[src/rtl/consumer_fwft.sv]
// Read-side FWFT stage of an async FIFO: prefetches one word from the RAM into
// a holding register and tracks read pointers and occupancy flags. Optional
// underflow tracking is built when CONSUMER_UNDERFLOW_EN is defined.
module consumer_fwft #(
  parameter int ADDR_WIDTH = 9,
  parameter int DATA_WIDTH = 8,
  parameter int AE_LEVEL   = 4
) (
  input  logic                  clk,
  input  logic                  r_rst,
  input  logic                  r_en,
  input  logic [ADDR_WIDTH:0]   gray_wptrsync,
  input  logic [DATA_WIDTH-1:0] mem_rdata,
  output logic                  mem_ren,
  output logic [ADDR_WIDTH-1:0] mem_raddr,
  output logic [ADDR_WIDTH:0]   binary_rptr,
  output logic [ADDR_WIDTH:0]   gray_rptr,
  output logic [DATA_WIDTH-1:0] rdata,
  output logic                  rvalid,
  output logic                  empty,
  output logic                  almost_empty,
  output logic                  underflow,
  output logic [7:0]            underflow_cnt
);

  localparam int PW = ADDR_WIDTH + 1;

  localparam logic [1:0] S_IDLE = 2'd0;
  localparam logic [1:0] S_PEND = 2'd1;
  localparam logic [1:0] S_HOLD = 2'd2;

  logic [1:0]            state_q, state_d;
  logic [PW-1:0]         bptr_q, bptr_d;
  logic [PW-1:0]         gptr_q, gptr_d;
  logic [DATA_WIDTH-1:0] rdata_q, rdata_d;
  logic                  ae_q, ae_d;
  logic                  fetch;
  logic                  mem_empty;
  logic [PW-1:0]         wbin;
  logic [PW-1:0]         occ;

  function automatic logic [PW-1:0] gray2bin(input logic [PW-1:0] g);
    logic [PW-1:0] b;
    b[PW-1] = g[PW-1];
    for (int i = PW - 2; i >= 0; i--) b[i] = b[i+1] ^ g[i];
    return b;
  endfunction

  // Gray compare stays exact across pointer wrap since both sides wrap alike.
  assign mem_empty = (gptr_q == gray_wptrsync);
  assign wbin      = gray2bin(gray_wptrsync);
  assign occ       = wbin - bptr_q + {{(PW-1){1'b0}}, (state_q != S_IDLE)};
  assign ae_d      = (occ <= PW'(AE_LEVEL));

  always_comb begin
    state_d = state_q;
    rdata_d = rdata_q;
    fetch   = 1'b0;
    case (state_q)
      S_IDLE: if (!mem_empty) begin
        fetch   = 1'b1;
        state_d = S_PEND;
      end
      S_PEND: begin
        rdata_d = mem_rdata;
        state_d = S_HOLD;
      end
      S_HOLD: if (r_en) begin
        if (!mem_empty) begin
          fetch   = 1'b1;
          state_d = S_PEND;
        end else begin
          state_d = S_IDLE;
        end
      end
      default: state_d = S_IDLE;
    endcase
  end

  always_comb begin
    bptr_d = bptr_q;
    gptr_d = gptr_q;
    if (fetch) begin
      bptr_d = bptr_q + 1'b1;
      gptr_d = bptr_d ^ (bptr_d >> 1);
    end
  end

  always_ff @(posedge clk or posedge r_rst) begin
    if (r_rst) begin
      state_q <= S_IDLE;
      bptr_q  <= '0;
      gptr_q  <= '0;
      rdata_q <= '0;
      ae_q    <= 1'b1;
    end else begin
      state_q <= state_d;
      bptr_q  <= bptr_d;
      gptr_q  <= gptr_d;
      rdata_q <= rdata_d;
      ae_q    <= ae_d;
    end
  end

  // Reset gates the strobe so no read issues while pointers are being cleared.
  assign mem_ren      = fetch & ~r_rst;
  assign mem_raddr    = bptr_q[ADDR_WIDTH-1:0];
  assign binary_rptr  = bptr_q;
  assign gray_rptr    = gptr_q;
  assign rdata        = rdata_q;
  assign rvalid       = (state_q == S_HOLD);
  assign empty        = ~rvalid;
  assign almost_empty = ae_q;

`ifdef CONSUMER_UNDERFLOW_EN
  logic       uf_q, uf_d;
  logic [7:0] ucnt_q, ucnt_d;

  always_comb begin
    uf_d   = r_en & ~rvalid;
    ucnt_d = ucnt_q;
    if (uf_d && ucnt_q != 8'hFF) ucnt_d = ucnt_q + 8'd1;
  end

  always_ff @(posedge clk or posedge r_rst) begin
    if (r_rst) begin
      uf_q   <= 1'b0;
      ucnt_q <= '0;
    end else begin
      uf_q   <= uf_d;
      ucnt_q <= ucnt_d;
    end
  end

  assign underflow     = uf_q;
  assign underflow_cnt = ucnt_q;
`else
  assign underflow     = 1'b0;
  assign underflow_cnt = 8'd0;
`endif

endmodule

[config.mk]
export PLATFORM = sky130hd
export DESIGN_NAME = consumer_fwft
export DESIGN_NICKNAME = d
export VERILOG_FILES = /design/src/rtl/consumer_fwft.sv
export SDC_FILE = /design/constraint.sdc
export NUM_CORES = 1
export LEC_CHECK = 0
export ABC_AREA = 1
export BUFFER_PORTS_ARGS = -buffer_cell sky130_fd_sc_hd__buf_4
export CAP_MARGIN = 20
export CORE_ASPECT_RATIO = 0.75
export CORE_MARGIN = 5
export CORE_UTILIZATION = 50
export CTS_BUF_LIST = sky130_fd_sc_hd__clkbuf_2 sky130_fd_sc_hd__clkbuf_4 sky130_fd_sc_hd__clkbuf_8
export CTS_CLUSTER_DIAMETER = 60
export DETAILED_ROUTE_END_ITERATION = 10
export PLACE_DENSITY_LB_ADDON = 0.1
export SLEW_MARGIN = 20
export SYNTH_ARGS = -nofsm -noshare
export SYNTH_HDL_FRONTEND = slang
export SYNTH_SLANG_ARGS = --single-unit
[constraint.sdc]
create_clock -name clk -period 2.88 [get_ports clk]
set_clock_uncertainty 0.15 [all_clocks]
set_input_delay 0.432 -clock clk [delete_from_list [all_inputs] [get_ports clk]]
set_output_delay 0.432 -clock clk [all_outputs]
set_load 0.05 [all_outputs]
# Word-level counts from Yosys, hierarchy flattened
# Index checks and enable logic that the tools add are counted.
dict set report word_totals {
  register_bits 31
  latchBits 0
  mem_bits_rw 0
  rom_bits 0
  wordCells 37
  memories 0
}
dict set report op_classes {
  add_sub_neg 3
  multipliers 0
  n_div 0
  order_cmp 1
  eq_ne 5
  n_shift 0
  muxes 7
  n_bitwise 13
  n_reduce_logical 3
}
# cell n
set op_table {}
lappend op_table {{$add 10x1->10} 1}
lappend op_table {{$add 10x1->10 const B} 1}
lappend op_table {{$eq 10x10->1} 1}
lappend op_table {{$le 10x3->1 const B} 1}
lappend op_table {{$sub 10x10->10} 1}
lappend op_table {{$xor 10x9->10} 1}
lappend op_table {{$xor 1x1->1} 9}
lappend op_table {{$pmux 2 s3} 1}
lappend op_table {{$mux 2} 2}
lappend op_table {{$ne 2x2->1 const B} 2}
lappend op_table {{$mux 1} 3}
lappend op_table {{$eq 2x1->1 const B} 1}
lappend op_table {{$eq 2x2->1 const B} 1}
lappend op_table {{$logic_not 2->1} 1}
lappend op_table {{$not 1->1} 2}
lappend op_table {{$pmux 1 s2} 1}
lappend op_table {{$reduce_and 2->1} 1}
lappend op_table {{$reduce_bool 2->1} 1}
lappend op_table {{$and 1x1->1} 1}

# Longest topological paths before layout
# Gate-level depths: netlist of run 1.
dict set report logic_depth {
  depth_word 12
  mapped_depth 27
}

# Least setup slack after synthesis of run 1
# No wires, ideal clock.
dict set report synth_path {
  path_kind {input-to-reg}
  start {in gray_wptrsync[8]}
  end {reg ae_q, in the netlist almost_empty}
  t_arrival_ns 2.951
  setup_slack_ns -0.288
  path_stages 25
  n_path_buf 0
  cell_sequence {inv_1 > nand2_1 > nand3_2 > nand2_2 > nand2_4 > nand3_1 > nand3_2 > nand2_1 > nand2_2 > nand2_2 > nand2_2 > nand3_2 > nand2_2 > inv_1 > ha_1 > fa_1 > nand3_1 > a21oi_1 > o21ai_1 > nand2_1 > xor2_1 > nand4_1 > nor2_1 > nand2_1 > nor2_1}
}
dict set report synth_via {
  elab_chain_cells 12
}
# item line_no
set synth_rtl {}
lappend synth_rtl {{start: declaration} 12} ;# input logic [ADDR_WIDTH:0] gray_wptrsync,
lappend synth_rtl {{$xor 1x1->1 (*)} 45} ;# for (int i = PW - 2; i >= 0; i--) b[i] = b[i+1] ^ g[i];
lappend synth_rtl {{$xor 1x1->1 (8 in series)} 45}
lappend synth_rtl {{$sub 10x10->10 (*)} 52} ;# assign occ = wbin - bptr_q + {{(PW-1){1'b0}}, (state_q != S_IDLE)};
lappend synth_rtl {{$add 10x1->10 (*)} 52}
lappend synth_rtl {{$le 10x3->1 (*)} 53} ;# assign ae_d = (occ <= PW'(AE_LEVEL));
lappend synth_rtl {{named net ae_d} 36} ;# logic ae_q, ae_d;
lappend synth_rtl {{end signal: assignment} 95} ;# ae_q <= 1'b1;
lappend synth_rtl {{end signal: assignment} 101} ;# ae_q <= ae_d;
lappend synth_rtl {{end: declaration} 36}
# Mark *: on every way through the listed nets, which the timed path passes. The rest lies on a longest branch.
# A chain may end at the register's enable or synchronous reset.

# Final worst setup path of run 1
# Ends and elaborated chain as after synthesis.

==> flow_summary.yaml, run 1 <==
die:
  io_pins: 71
  fp-row-count: 21
  core_region_area_mm2: 0.00455
  fp.dieArea_mm2: 0.00631
  fp.dieH_um: 70.0
  floorplan.die.width_um: 90.1
  initial_utilization_pct: 52.9
outcome:
  status: "finished with violations"
  violations_in_the_final_reports: "setup timing"
yosys:
  netlist.top_cell.by_area: "dfrtp_1"
  number_of_enable_type_register_cells_in_the_synthesized_netlist: 0
  postSynthAreaPerCell_um2: 8.18
  ys_seq_elements: 30
  postSynthCellCount: 294
  yosysWarnings: 0
  summed_instance_area_of_the_synthesized_netlist_mm2: 0.00240
  async_reset_ff_share_pct: 100
  synth.distinct_cells: 39
  ys_seq_area_share_pct: 31.3
  synthFlopType: "dfrtp_1"
  yosys-top-cells-area: "dfrtp_1 30%, ha_1 9.9%, nand2_1 7.7%"
  synth_top_cell_area_share_pct: 30.2
timing:
  max_freq_mhz: 327
  rsz0062_at_grt: "yes"
  slew_viol_final: 0
  final_period_minus_worst_setup_slack_ns: 3.06
  tcrit_tclk_final_pct: 106
  finalWorstSetupSlack_ns: -0.179
  timing_hold_violations_final: 0
  setup-violations-final: 1
  setup-tns-final_ns: -0.179
global_route:
  total_routing_usage_reported_by_global_routing_pct: 19.1
  grt_first_pass_wirelength_um: 10100
  number_of_global_route_vias_before_repair: 2117
  globalRoute.totalOverflow: 0
  grt_antenna_before_repair: 0
  largest_net_degree_at_the_start_of_global_routing: 31
final_layout:
  most_frequent_standard_cell_in_the_layout_excluding_fill_and_tap_cells: "buf_4"
  areaGrowthSynthToFinish_pct: 36.4
  layoutNonFillerInstCount: 427
  final_net_count: 410
  antenna_cells: 0
  most-common-layout-cells: "79 x buf_4, 42 x nand2_1, 35 x inv_1"
  drive_gt1_share_pct: 40.5
power:
  power.static_leakage_nw: 1.70
  overall_power_w: 0.00425
  power-per-cell-area_mw_per_mm2: 1300
  vdd_drop_max_mv: 0.881
routing:
  number_of_routed_nets_with_antenna_violations: 0
  routed_wire_length_per_instance_um: 14.0
  finalWirelength_um: 6000
  detail_route.vias_per_cell: 5.03
  route.detailed.drc: 0
  routed-via-count: 2147
  detail_route.iter0.violations: 57
  first_pass_iters: 4
worst_setup_path:
  crit_required_ns: 2.94
  r2r-end: "almost_empty"
  reg2regPathDepth: 13
  critPathLaunchType: "input port"
  crit_path_end_kind: "register"
  setup.reg_to_reg.worst_slack_ns: 0.38
  worst_r2r_startpoint: "binary_rptr[0]"
  worst-setup-path-type: "input port to register"
  worst_ep_arrival_time_ns: 3.12
  critical_path.max_fanout: 3
clock_network:
  cts-hold-fix-buffers: 0
  cts-root-to-sink-buffers: 2
  cts_buf_count: 5
  clk_transition_reported_paths_ns: 0.06
  htree_levels: 2
  insertion_delay_ns: 0.28
  ctsRootBufferMaster: "clkbuf_8"
  clock-sinks: 30
  tritoncts: "built"
hold_path:
  min_path_type: "input port to async pin"
placed_design:
  globalplace.congestion: 0.901
  place.port_buffers: 61
  instance_count_after_placement_with_tap_cells_included: 412
  dp_slack_ns: -0.592
  dpl.hpwl_um: 4640
flow_run:
  cap_violations: 0
metal layers:
| metal | wire length (um) | global-route usage (%) | up-vias |
|---|---|---|---|
| li1 | - | - | 1093 |
| met1 | 2680 | 25.7 | 992 |
| met2 | 2960 | 31.6 | 60 |
| met3 | 343 | 4.94 | 2 |
| met4 | 13 | 2.98 | 0 |
| met5 | 0 | 0 | - |
per-stage QoR:
step / hold WS (ns) / instance area [um2] / util (%)
after global placement: 0.341 / 2920 / 64.1
final: 0.0882 / 3280 / 72.1
after CTS: 0.0931 / 3150 / 69.4
after global routing: 0.114 / 3280 / 72.1
after detailed placement: 0.345 / 2920 / 64.1
after floorplan: 0.372 / 2460 / -
worst max path at each step:
stage | cells after the start | to | startpoint
after detailed placement | 24 | almost_empty | gray_wptrsync[8]
after CTS | 28 | almost_empty | gray_wptrsync[9]
final | 26 | almost_empty | gray_wptrsync[8]
after floorplan | 25 | almost_empty | gray_wptrsync[8]
after global routing | 28 | almost_empty | gray_wptrsync[8]
after global placement | 24 | almost_empty | gray_wptrsync[8]
worst max-delay path: stages:
cell	delay, ns
buf_8	0.11
inv_6	0.06
nand2_4	0.05
nand3_4	0.09
nand2_4	0.06
nand2_4	0.07
nand3_2	0.10
nand3_4	0.13
nand2_4	0.07
nand2_4	0.07
nand2_4	0.07
nand2_4	0.08
nand3_4	0.06
nand2_2	0.08
inv_2	0.04
ha_4	0.21
fa_2	0.42
nand3_2	0.10
a21oi_2	0.06
o21ai_1	0.13
nand2_1	0.08
xor2_1	0.14
nand4_1	0.12
nor2_1	0.12
nand2_1	0.07
nor2_1	0.08
cell families after synthesis:
family | share of synthesized area, %
xor gates and xnor gates | 5.47
DFF | 31.3
other | 0.156
and+or+nand+nor | 24.5
buffers and inverters | 13.7
adders and majority gates | 10.7
AOI/OAI and AO/OA | 10.4
muxes | 3.75
flip-flops by register name (all words and copies together), names as in the netlist:
name and flops:
gray_rptr 9, almost_empty 1, rdata 8, binary_rptr 10, state_q 2
final cells by class:
class                   instances  area (um2)
well taps                      57        71.3
inverters                      42         173
clock buffers                   7        90.1
clock inverters                 1        5.00
flip-flops and latches         30         752
repair buffers                 81         628
multi-input cells             209        1560
fillers                       391        1270
cells in the mapped netlist (2+ instances only):
cell type and count:
a21oi_1 11, a31oi_1 2, buf_4 19, dfrtp_1 29, ha_1 19, inv_1 38
inv_2 2, mux2_2 8, nand2_1 49, nand2_2 8, nand2_4 3, nand3_1 17
nand3_2 8, nand4_1 5, nor2_1 20, nor4_2 2, o211ai_1 4, o21ai_0 4
o21ai_1 10, o21ai_2 3, o22ai_1 2, xnor2_1 3, xor2_1 12
where the power goes:
group	internal [W]	leakage (nW)	switching [W]
logic	0.00112	1.27	0.00198
registers	0.000611	0.373	0.000188
clock network	0.000202	0.0517	0.000155
total	0.00193	1.70	0.00232
timing repair:
| action | CTS | global route |
|---|---|---|
| gates resized for setup | 31 | 19 |
| pin swaps | 22 | 22 |
| setup endpoints to repair | 1 | 1 |
| buffers inserted | 4 | 3 |
Power figures use the tool's default switching activity.
==> run 2: changes to the inputs <==
--- a/config.mk
+++ b/config.mk
@@ -14,7 +14,7 @@
 export CTS_BUF_LIST = sky130_fd_sc_hd__clkbuf_2 sky130_fd_sc_hd__clkbuf_4 sky130_fd_sc_hd__clkbuf_8
 export CTS_CLUSTER_DIAMETER = 60
 export DETAILED_ROUTE_END_ITERATION = 10
-export PLACE_DENSITY_LB_ADDON = 0.1
+export PLACE_DENSITY_LB_ADDON = 0.08
 export SLEW_MARGIN = 20
 export SYNTH_ARGS = -nofsm -noshare
 export SYNTH_HDL_FRONTEND = slang
==> run 2 against run 1 <==
Effect of this change:
- the flow still finishes with violations (setup timing)
- core utilization hardly changed
- critical endpoint unchanged
- critical path depth increased by 1
- largest cell class unchanged
- critical path type unchanged
- routed wire length shrank 5.1%
- cell count fell by 0.23%
- die area stayed put
==> flow_summary.yaml, run 2 (synthesized netlist as in run 1, its figures left out) <==
routing:
  detail_route.iter0.violations: 86
  first_pass_iters: 4
  finalWirelength_um: 5700
  routed-via-count: 2144
  number_of_routed_nets_with_antenna_violations: 0
  detail_route.vias_per_cell: 5.03
  routed_wire_length_per_instance_um: 13.4
  route.detailed.drc: 0
die:
  fp.dieArea_mm2: 0.00631
  fp.dieH_um: 70.0
  io_pins: 71
  floorplan.die.width_um: 90.1
  initial_utilization_pct: 52.9
  core_region_area_mm2: 0.00455
  fp-row-count: 21
worst_setup_path:
  critPathLaunchType: "input port"
  critical_path_cell_with_the_highest_stage_delay: "fa_2"
  crit_required_ns: 2.95
  worst-setup-path-type: "input port to register"
  setup.reg_to_reg.worst_slack_ns: 0.42
  r2r-end: "almost_empty"
  critical_path.max_fanout: 3
  crit_end: "almost_empty"
  reg2regPathDepth: 13
  crit_path_start: "gray_wptrsync[8]"
  slowest_delay_ns: 0.41
  worst_r2r_startpoint: "state_q[0]"
  worst_ep_arrival_time_ns: 3.15
  cpMostUsedCell: "nand2_4"
  crit_path_end_kind: "register"
clock_network:
  cts_buf_count: 5
  htree_levels: 2
  ctsRootBufferMaster: "clkbuf_8"
  cts-root-to-sink-buffers: 2
  clk_transition_reported_paths_ns: 0.06
  tritoncts: "built"
  clock-sinks: 30
  insertion_delay_ns: 0.28
global_route:
  largest_net_degree_at_the_start_of_global_routing: 31
  total_routing_usage_reported_by_global_routing_pct: 17.7
  number_of_global_route_vias_before_repair: 1997
  grt_antenna_before_repair: 0
  grt_first_pass_wirelength_um: 9320
  globalRoute.totalOverflow: 0
placed_design:
  place.port_buffers: 61
  dpl.hpwl_um: 4440
  globalplace.congestion: 0.831
  detailed_place.area_mm2: 0.00293
timing:
  tcrit_tclk_final_pct: 107
  setup-tns-final_ns: -0.209
  finalWorstSetupSlack_ns: -0.209
  max_freq_mhz: 324
  setup-violations-final: 1
  slew_viol_final: 0
  final_period_minus_worst_setup_slack_ns: 3.09
  timing_hold_violations_final: 0
  rsz0062_at_grt: "yes"
outcome:
  status: "finished with violations"
  violations_in_the_final_reports: "setup timing"
final_layout:
  drive_gt1_share_pct: 41.5
  final_core_util_pct: 72.1
  max_reg_flops: 10
  stdcell_area_mm2: 0.00328
  most_frequent_standard_cell_in_the_layout_excluding_fill_and_tap_cells: "buf_4"
  antenna_cells: 0
  areaGrowthSynthToFinish_pct: 36.4
  most-common-layout-cells: "78 x buf_4, 42 x nand2_1, 35 x inv_1"
  final_net_count: 409
  n_fill_cell: 380
power:
  vdd_drop_max_mv: 0.790
  power-per-cell-area_mw_per_mm2: 1300
  power.static_leakage_nw: 1.69
flow_run:
  cap_violations: 0
hold_path:
  min_path_type: "input port to async pin"
run 2: repair_timing:
action | CTS | global route
pin swaps | 20 | 22
hold buffers | 0 | 0
buffers inserted | 2 | 2
gates resized for setup | 29 | 21
setup endpoints to repair | 1 | 1
run 2: worst max-delay path, delay by kind of cell:
family	cells	cell delay [ns]
compound gates	1	0.15
fa+ha+maj	2	0.62
buf+inv	4	0.34
simple gates	20	1.61
run 2: power by group:
group | total (W) | internal (W) | switching, W
logic | 0.00313 | 0.00114 | 0.00199
registers | 0.000778 | 0.000611 | 0.000167
clock network | 0.000352 | 0.000202 | 0.000150
total | 0.00426 | 0.00195 | 0.00231
run 2: routing by layer:
metal,track usage [%],share of wire (%),vias to the layer above
met1,25.2,48,984
met5,0,0,-
li1,-,-,1104
met3,5.58,5.8,2
met2,27.1,46,54
met4,2.48,0.33,0
run 2: worst min-delay path by stage:
| stage | startpoint | end | slack [ns] | cells past startpoint |
|---|---|---|---|---|
| after floorplan | r_rst | binary_rptr[0] | 0.37 | 1 |
| after global placement | rdata[4] | rdata[4] | 0.34 | 1 |
| after detailed placement | rdata[1] | rdata[1] | 0.34 | 1 |
| after CTS | r_rst | state_q[0] | 0.1 | 3 |
| after global routing | r_rst | state_q[0] | 0.13 | 3 |
| final | r_rst | gray_rptr[4] | 0.09 | 3 |
run 2: final cells by class:
cell class | instances | area, um2 | area share (%)
Multi-Input combinational cell | 209 | 1570 | 47.9
Timing Repair Buffer | 80 | 617 | 18.8
Clock inverter | 1 | 5.00 | 0.153
Sequential cell | 30 | 752 | 22.9
Tap cell | 57 | 71.3 | 2.17
Inverter | 42 | 173 | 5.27
Clock buffer | 7 | 90.1 | 2.75
run 2: stage by stage:
| stage | power (W) | hold WS (ns) | setup slack [ns] | std cells |
|---|---|---|---|---|
| after floorplan | 0.00300 | 0.372 | -0.152 | 302 |
| after CTS | 0.00413 | 0.0991 | -0.230 | 424 |
| final | 0.00426 | 0.0851 | -0.209 | 426 |
| after detailed placement | 0.00368 | 0.345 | -0.565 | 414 |
| after global routing | 0.00458 | 0.130 | -0.433 | 426 |
| after global placement | 0.00365 | 0.341 | -0.509 | 414 |
